--- config.mk ---
export PLATFORM = sky130hd
export DESIGN_NAME = wb_stage
export DESIGN_NICKNAME = d
export VERILOG_FILES = /design/src/rtl/wb_pkg.sv /design/src/rtl/wb_src_decode.sv /design/src/rtl/wb_stage.sv
export SDC_FILE = /design/constraint.sdc
export NUM_CORES = 1
export LEC_CHECK = 0
export CAP_MARGIN = 15
export CORE_MARGIN = 10
export CORE_UTILIZATION = 46
export CTS_CLUSTER_SIZE = 16
export DETAILED_ROUTE_END_ITERATION = 16
export GPL_TIMING_DRIVEN = 0
export PLACE_DENSITY = 0.79
export SETUP_SLACK_MARGIN = 0.5
export SLEW_MARGIN = 30
export SYNTH_ARGS = -nofsm -noshare
export SYNTH_HDL_FRONTEND = slang
export SYNTH_SLANG_ARGS = --single-unit
--- constraint.sdc ---
create_clock -name clk -period 4.1 [get_ports clk]
set_input_delay 0.82 -clock clk [delete_from_list [all_inputs] [get_ports clk]]
set_output_delay 0.82 -clock clk [all_outputs]
set_load 0.005 [all_outputs]
--- src/rtl/wb_pkg.sv ---
// wb_pkg: opcodes, writeback source and state types, opcode-to-source map
package wb_pkg;
  localparam logic [3:0] OP_LB  = 4'h0;
  localparam logic [3:0] OP_LHB = 4'h1;
  localparam logic [3:0] OP_LIM = 4'h4;
  localparam logic [3:0] OP_MVB = 4'h5;
  localparam logic [3:0] OP_MVF = 4'h6;
  localparam logic [3:0] OP_ADD = 4'h7;
  localparam logic [3:0] OP_SUB = 4'h8;
  localparam logic [3:0] OP_SFT = 4'h9;
  localparam logic [3:0] OP_INC = 4'hD;
  typedef enum logic [2:0] {SRC_NONE, SRC_ALU, SRC_REG, SRC_ROM, SRC_MEM, SRC_MEMHALF} wb_src_e;
  typedef enum logic {IDLE, WAIT_MEM} state_e;
  function automatic wb_src_e op_to_src(input logic [3:0] op);
    case (op)
      OP_ADD, OP_SUB, OP_SFT, OP_INC: return SRC_ALU;
      OP_MVB, OP_MVF:                 return SRC_REG;
      OP_LIM:                         return SRC_ROM;
      OP_LB:                          return SRC_MEM;
      OP_LHB:                         return SRC_MEMHALF;
      default:                        return SRC_NONE;
    endcase
  endfunction
endpackage

--- src/rtl/wb_src_decode.sv ---
// wb_src_decode: opcode to writeback source and selected write data
module wb_src_decode import wb_pkg::*; #(
  parameter int DW = 8
) (
  input  logic [3:0]    op_i,
  input  logic [DW-1:0] alu_i,
  input  logic [DW-1:0] rom_i,
  input  logic [DW-1:0] reg_i,
  input  logic [DW-1:0] mem_i,
  input  logic [DW-1:0] old_i,
  output wb_src_e       src_o,
  output logic [DW-1:0] data_o
);
  localparam logic [DW-1:0] LO = {{(DW/2){1'b0}}, {(DW/2){1'b1}}};
  assign src_o = op_to_src(op_i);
  always_comb begin
    data_o = src_o == SRC_ALU     ? alu_i :
             src_o == SRC_REG     ? reg_i :
             src_o == SRC_ROM     ? rom_i :
             src_o == SRC_MEM     ? mem_i :
             src_o == SRC_MEMHALF ? (old_i & ~LO) | (mem_i & LO) : '0;
  end
endmodule

--- src/rtl/wb_stage.sv ---
// wb_stage: registered register-file writeback with load wait and memory timeout
module wb_stage import wb_pkg::*; #(
  parameter int DW     = 8,
  parameter int AW     = 3,
  parameter int TO_CYC = 15
) (
  input  logic          clk,
  input  logic          rst_n,
  input  logic          in_valid_i,
  output logic          in_ready_o,
  input  logic [3:0]    opcode_i,
  input  logic [AW-1:0] dest_i,
  input  logic [DW-1:0] alu_i,
  input  logic [DW-1:0] rom_i,
  input  logic [DW-1:0] reg_i,
  input  logic [DW-1:0] old_i,
  input  logic          mem_valid_i,
  input  logic [DW-1:0] mem_i,
  input  logic          err_clr_i,
  output logic          wr_en_o,
  output logic [AW-1:0] wr_addr_o,
  output logic [DW-1:0] wr_data_o,
  output logic          busy_o,
  output logic          err_o
);
  state_e        state_q, state_d;
  logic [7:0]    cnt_q, cnt_d;
  logic [3:0]    op_q, op_d;
  logic [AW-1:0] dest_q, dest_d;
  logic [DW-1:0] old_q, old_d;
  logic          wr_en_q, wr_en_d;
  logic [AW-1:0] wr_addr_q, wr_addr_d;
  logic [DW-1:0] wr_data_q, wr_data_d;
  logic          err_q, err_d;
  logic          waiting;
  wb_src_e       src;
  logic [DW-1:0] sel_data;
  assign waiting = state_q == WAIT_MEM;
  wb_src_decode #(.DW(DW)) u_dec (
    .op_i  (waiting ? op_q : opcode_i),
    .alu_i (alu_i),
    .rom_i (rom_i),
    .reg_i (reg_i),
    .mem_i (mem_i),
    .old_i (waiting ? old_q : old_i),
    .src_o (src),
    .data_o(sel_data)
  );
  always_comb begin
    state_d   = state_q;
    cnt_d     = cnt_q;
    op_d      = op_q;
    dest_d    = dest_q;
    old_d     = old_q;
    wr_en_d   = 1'b0;
    wr_addr_d = wr_addr_q;
    wr_data_d = wr_data_q;
    err_d     = err_q & ~err_clr_i;
    if (!waiting) begin
      if (in_valid_i && (src == SRC_MEM || src == SRC_MEMHALF)) begin
        state_d = WAIT_MEM;
        cnt_d   = '0;
        op_d    = opcode_i;
        dest_d  = dest_i;
        old_d   = old_i;
      end else if (in_valid_i && src != SRC_NONE) begin
        wr_en_d   = 1'b1;
        wr_addr_d = dest_i;
        wr_data_d = sel_data;
      end
    end else if (mem_valid_i) begin
      state_d   = IDLE;
      wr_en_d   = 1'b1;
      wr_addr_d = dest_q;
      wr_data_d = sel_data;
    end else if (cnt_q == 8'(TO_CYC - 1)) begin
      state_d = IDLE;
      err_d   = 1'b1;
    end else begin
      cnt_d = cnt_q + 8'd1;
    end
  end
  always_ff @(posedge clk or negedge rst_n) begin
    if (!rst_n) begin
      state_q   <= IDLE;
      cnt_q     <= '0;
      op_q      <= '0;
      dest_q    <= '0;
      old_q     <= '0;
      wr_en_q   <= 1'b0;
      wr_addr_q <= '0;
      wr_data_q <= '0;
      err_q     <= 1'b0;
    end else begin
      state_q   <= state_d;
      cnt_q     <= cnt_d;
      op_q      <= op_d;
      dest_q    <= dest_d;
      old_q     <= old_d;
      wr_en_q   <= wr_en_d;
      wr_addr_q <= wr_addr_d;
      wr_data_q <= wr_data_d;
      err_q     <= err_d;
    end
  end
  assign in_ready_o = !waiting;
  assign busy_o     = waiting;
  assign wr_en_o    = wr_en_q;
  assign wr_addr_o  = wr_addr_q;
  assign wr_data_o  = wr_data_q;
  assign err_o      = err_q;
endmodule
==> results.sh <==
export IMPL_timing_slew_headroom_pct=60.7
export IMPL_setup_tns_ps=0
export IMPL_numCtsBuffers=5
export IMPL_worstMarginPinSlew_ps=587
export IMPL_clk_pin_slew_worst_paths_ps=80
export IMPL_post_drt_wl_per_cell_um=16.6
export IMPL_cp_arrival_ps=3560
export IMPL_cts_hold_buf=0
export IMPL_nNetsFinal=340
export IMPL_r2r_end="wr_data_o[7]"
export IMPL_area_growth_synth_to_final_pct=40.2
export IMPL_reg2reg_depth=11
export IMPL_startpoint="busy_o"
export IMPL_insertedDiodeCount=0
export IMPL_status="finished, final reports clean"
export IMPL_yosysUniqueCellTypes=41
export IMPL_syn_num_nets=271
export IMPL_yosysWarnings=0
export IMPL_rows=23
export IMPL_clock_fmax_mhz=299
export IMPL_p_leak_nw=1.22
export IMPL_drc_errors=0
export IMPL_internal_power_w=0.000723
export IMPL_n_fill_cell=334
export IMPL_start_util_pct=48.5
export IMPL_dieHeight_um=85.6
export IMPL_pwr_share_seq_pct=41.4
export IMPL_track_usage_pct=15.3
export IMPL_antenna_left=0
export IMPL_clock_latency_ps=300
export IMPL_skew_ps=10.3
export IMPL_max_stage_delay_ps=460
export IMPL_async_flop_share_pct=100
export IMPL_antenna_found_initial=0
export IMPL_cp_max_fo=10
export IMPL_die_area_um2=7330
export IMPL_drt_total_wl_um=5560
export IMPL_grt_first_pass_wirelength_um=9050
export IMPL_fin_crit_sh_pct=81.5
export IMPL_port_buffers=61
export IMPL_clock_power_share_pct=26.7
export IMPL_combPwrFrac_pct=31.9
export IMPL_min_path_type="input port to async pin"
export IMPL_synthFlopType="dfrtp_1"
export IMPL_grt_pass1_vias=1834
export IMPL_crit_path_end="wr_data_o[7]"
export IMPL_worstSetupPathType="flop to flop"
export IMPL_crit_path_frequent_cell="buf_4"
export IMPL_power_density_nw_per_um2=369
export IMPL_cp_end_kind="flop"
export IMPL_syn_inst=215
export IMPL_synth_edff_count=0
export IMPL_core_um2=4090
export IMPL_syn_cell_area_um2=1980
export IMPL_postLayoutCoreUtil_pct=67.9
export IMPL_fp_dieW_um=85.6
export IMPL_clock_sinks=33
export IMPL_viasPerCell=5.35
export IMPL_root_buffer="clkbuf_8"
export IMPL_synth_seq_cells=33
export IMPL_firstDrtPassIters=4
export IMPL_path_cells="buf_4 > buf_4 > buf_2 > mux2_2 > ha_1 > mux2i_4 > o2111ai_2 > a32oi_4 > buf_6 > nand2_1 > o21ai_0"
export IMPL_finalHoldViolations=0
export IMPL_post_route_cells_drive_above_1_share_pct=9.47
export IMPL_dp_hpwl_um=4350
export IMPL_regToRegStartpoint="busy_o"
export IMPL_cts_tree="yes"
export IMPL_syn_area_per_cell_um2=9.21
export IMPL_finalCriticalPeriod_ps=3340
export IMPL_cpMaxStageDelayCell="mux2i_4"
export IMPL_cp_start_kind="flop"
export IMPL_maxSlewViolCount=0
export IMPL_dr_first_iter_drc_count=85
export IMPL_cap_violations=0
export IMPL_cts_max_level=2
export IMPL_vias=1791
export IMPL_gp_congestion=0.769
export IMPL_grt_ovfl_total=0
export IMPL_vdd_drop_max_v=0.000210
export IMPL_required_ps=4320
export IMPL_setup_viol=0
export IMPL_pin_count=67
export IMPL_switching_share_pct=29.5
export IMPL_rsz0062_at_grt="no"
export IMPL_synth_seq_area_share_pct=41.7
export IMPL_clockBufferDepth=2
export IMPL_p_sw_w=0.000303
export IMPL_grt_max_degree=27
export IMPL_r2r_slack_ps=760
==> power groups by stage <==
| stage | sequential [W] | combinational (W) | clock, W |
|---|---|---|---|
| after floorplan | 0.000427 | 0.000155 | 0 |
| after global placement | 0.000425 | 0.000322 | 0 |
| after detailed placement | 0.000430 | 0.000329 | 0 |
| after CTS | 0.000424 | 0.000332 | 0.000283 |
| after global routing | 0.000431 | 0.000362 | 0.000296 |
| final | 0.000424 | 0.000328 | 0.000274 |
==> registers in the layout, indices dropped and copies added (netlist names) <==
| signal | cells |
|---|---|
| busy_o | 1 |
| cnt_q | 8 |
| dest_q | 3 |
| err_o | 1 |
| old_q | 4 |
| op_q | 4 |
| wr_addr_o | 3 |
| wr_data_o | 8 |
| wr_en_o | 1 |
==> worst min-delay path by stage <==
stage              from        to  cells after the start
6_report          rst_n   op_q[3]                      1
5_1_grt           rst_n  cnt_q[4]                      1
4_1_cts           rst_n     err_o                      1
3_5_place_dp    op_q[0]   op_q[0]                      2
3_3_place_gp    op_q[0]   op_q[0]                      2
2_1_floorplan  old_q[4]  old_q[4]                      2
==> cells in the mapped netlist (2+ instances only) <==
| master | instances | area share, % |
|---|---|---|
| and2_1 | 3 | 0.95 |
| o2111ai_1 | 2 | 0.88 |
| mux2_2 | 5 | 2.8 |
| xor2_1 | 3 | 1.3 |
| buf_2 | 3 | 0.76 |
| clkbuf_1 | 3 | 0.57 |
| a21oi_1 | 3 | 0.76 |
| mux2i_1 | 18 | 9.1 |
| buf_4 | 2 | 0.76 |
| a211oi_1 | 2 | 0.76 |
| nand2_1 | 46 | 8.7 |
| ha_1 | 4 | 2.5 |
| nand4_1 | 2 | 0.63 |
| o21ai_1 | 2 | 0.51 |
| nand2b_1 | 5 | 1.6 |
| xnor2_1 | 3 | 1.3 |
| nor2_1 | 13 | 2.5 |
| inv_1 | 9 | 1.7 |
| o21ai_0 | 12 | 3.0 |
| a31oi_1 | 4 | 1.3 |
| nor2b_1 | 8 | 2.5 |
| o22ai_1 | 6 | 1.9 |
| a22oi_1 | 4 | 1.5 |
| nand3_1 | 3 | 0.76 |
| dfrtp_1 | 33 | 42 |
| or4_1 | 2 | 0.76 |
==> repair_timing <==
item	CTS	global route
setup endpoints to repair	0	6
setup buffers	0	0
resized for setup	0	1
==> through the flow <==
stage          area, um2  total power [W]  worst slack [ps]  std cells  hold WS [ps]
4_1_cts             2770          0.00104               619        335           380
6_report            2780          0.00103               760        335           379
3_5_place_dp        2670         0.000759               534        327           458
5_1_grt             2780          0.00109               540        335           380
3_3_place_gp        2650         0.000747               576        326           451
2_1_floorplan       1980         0.000582              1200        215           440
==> critical path, delay by kind of cell, from the launching register on <==
family          cells  cell delay, ps
fa+ha+maj           1             370
buf+inv             4             870
simple gates        1              70
compound gates      3             740
flops               1             340
mux                 2             880
==> placed cells by master (no fill, tap or decap), types with 7 or more instances in the layout <==
master,instances
clkdlybuf4s50_1,60
nand2_1,46
dfrtp_1,33
mux2i_1,18
nor2_1,13
o21ai_0,12
inv_1,9
nor2b_1,8
clkbuf_8,7
==> logic make-up after synthesis <==
logic type | after synthesis | share of synthesized area [%]
compound gates | 42 | 15.1
flops | 33 | 41.7
mux | 25 | 13.8
simple gates | 86 | 19.7
fa+ha+maj | 4 | 2.53
xor+xnor | 6 | 2.65
buf+inv | 19 | 4.55
==> final cells by class <==
class | count | area, um2 | area share, %
Clock inverter | 1 | 5.00 | 0.180
Inverter | 10 | 37.5 | 1.35
Timing Repair Buffer | 62 | 626 | 22.5
Buffer | 9 | 52.6 | 1.89
Clock buffer | 7 | 96.3 | 3.47
Tap cell | 50 | 62.6 | 2.25
Sequential cell | 33 | 826 | 29.7
Multi-Input combinational cell | 163 | 1070 | 38.6
==> metal layers <==
metal / wire (um) / part of all wire (%) / global-route usage [%] / vias to the layer above
li1: - / - / - / 894
met1: 2250 / 41 / 17.4 / 842
met2: 2940 / 53 / 26.5 / 44
met3: 222 / 4.0 / 3.31 / 11
met4: 144 / 2.6 / 7.34 / 0
met5: 0 / 0 / 0 / -
No activity file was read; power rests on OpenSTA's default activity.
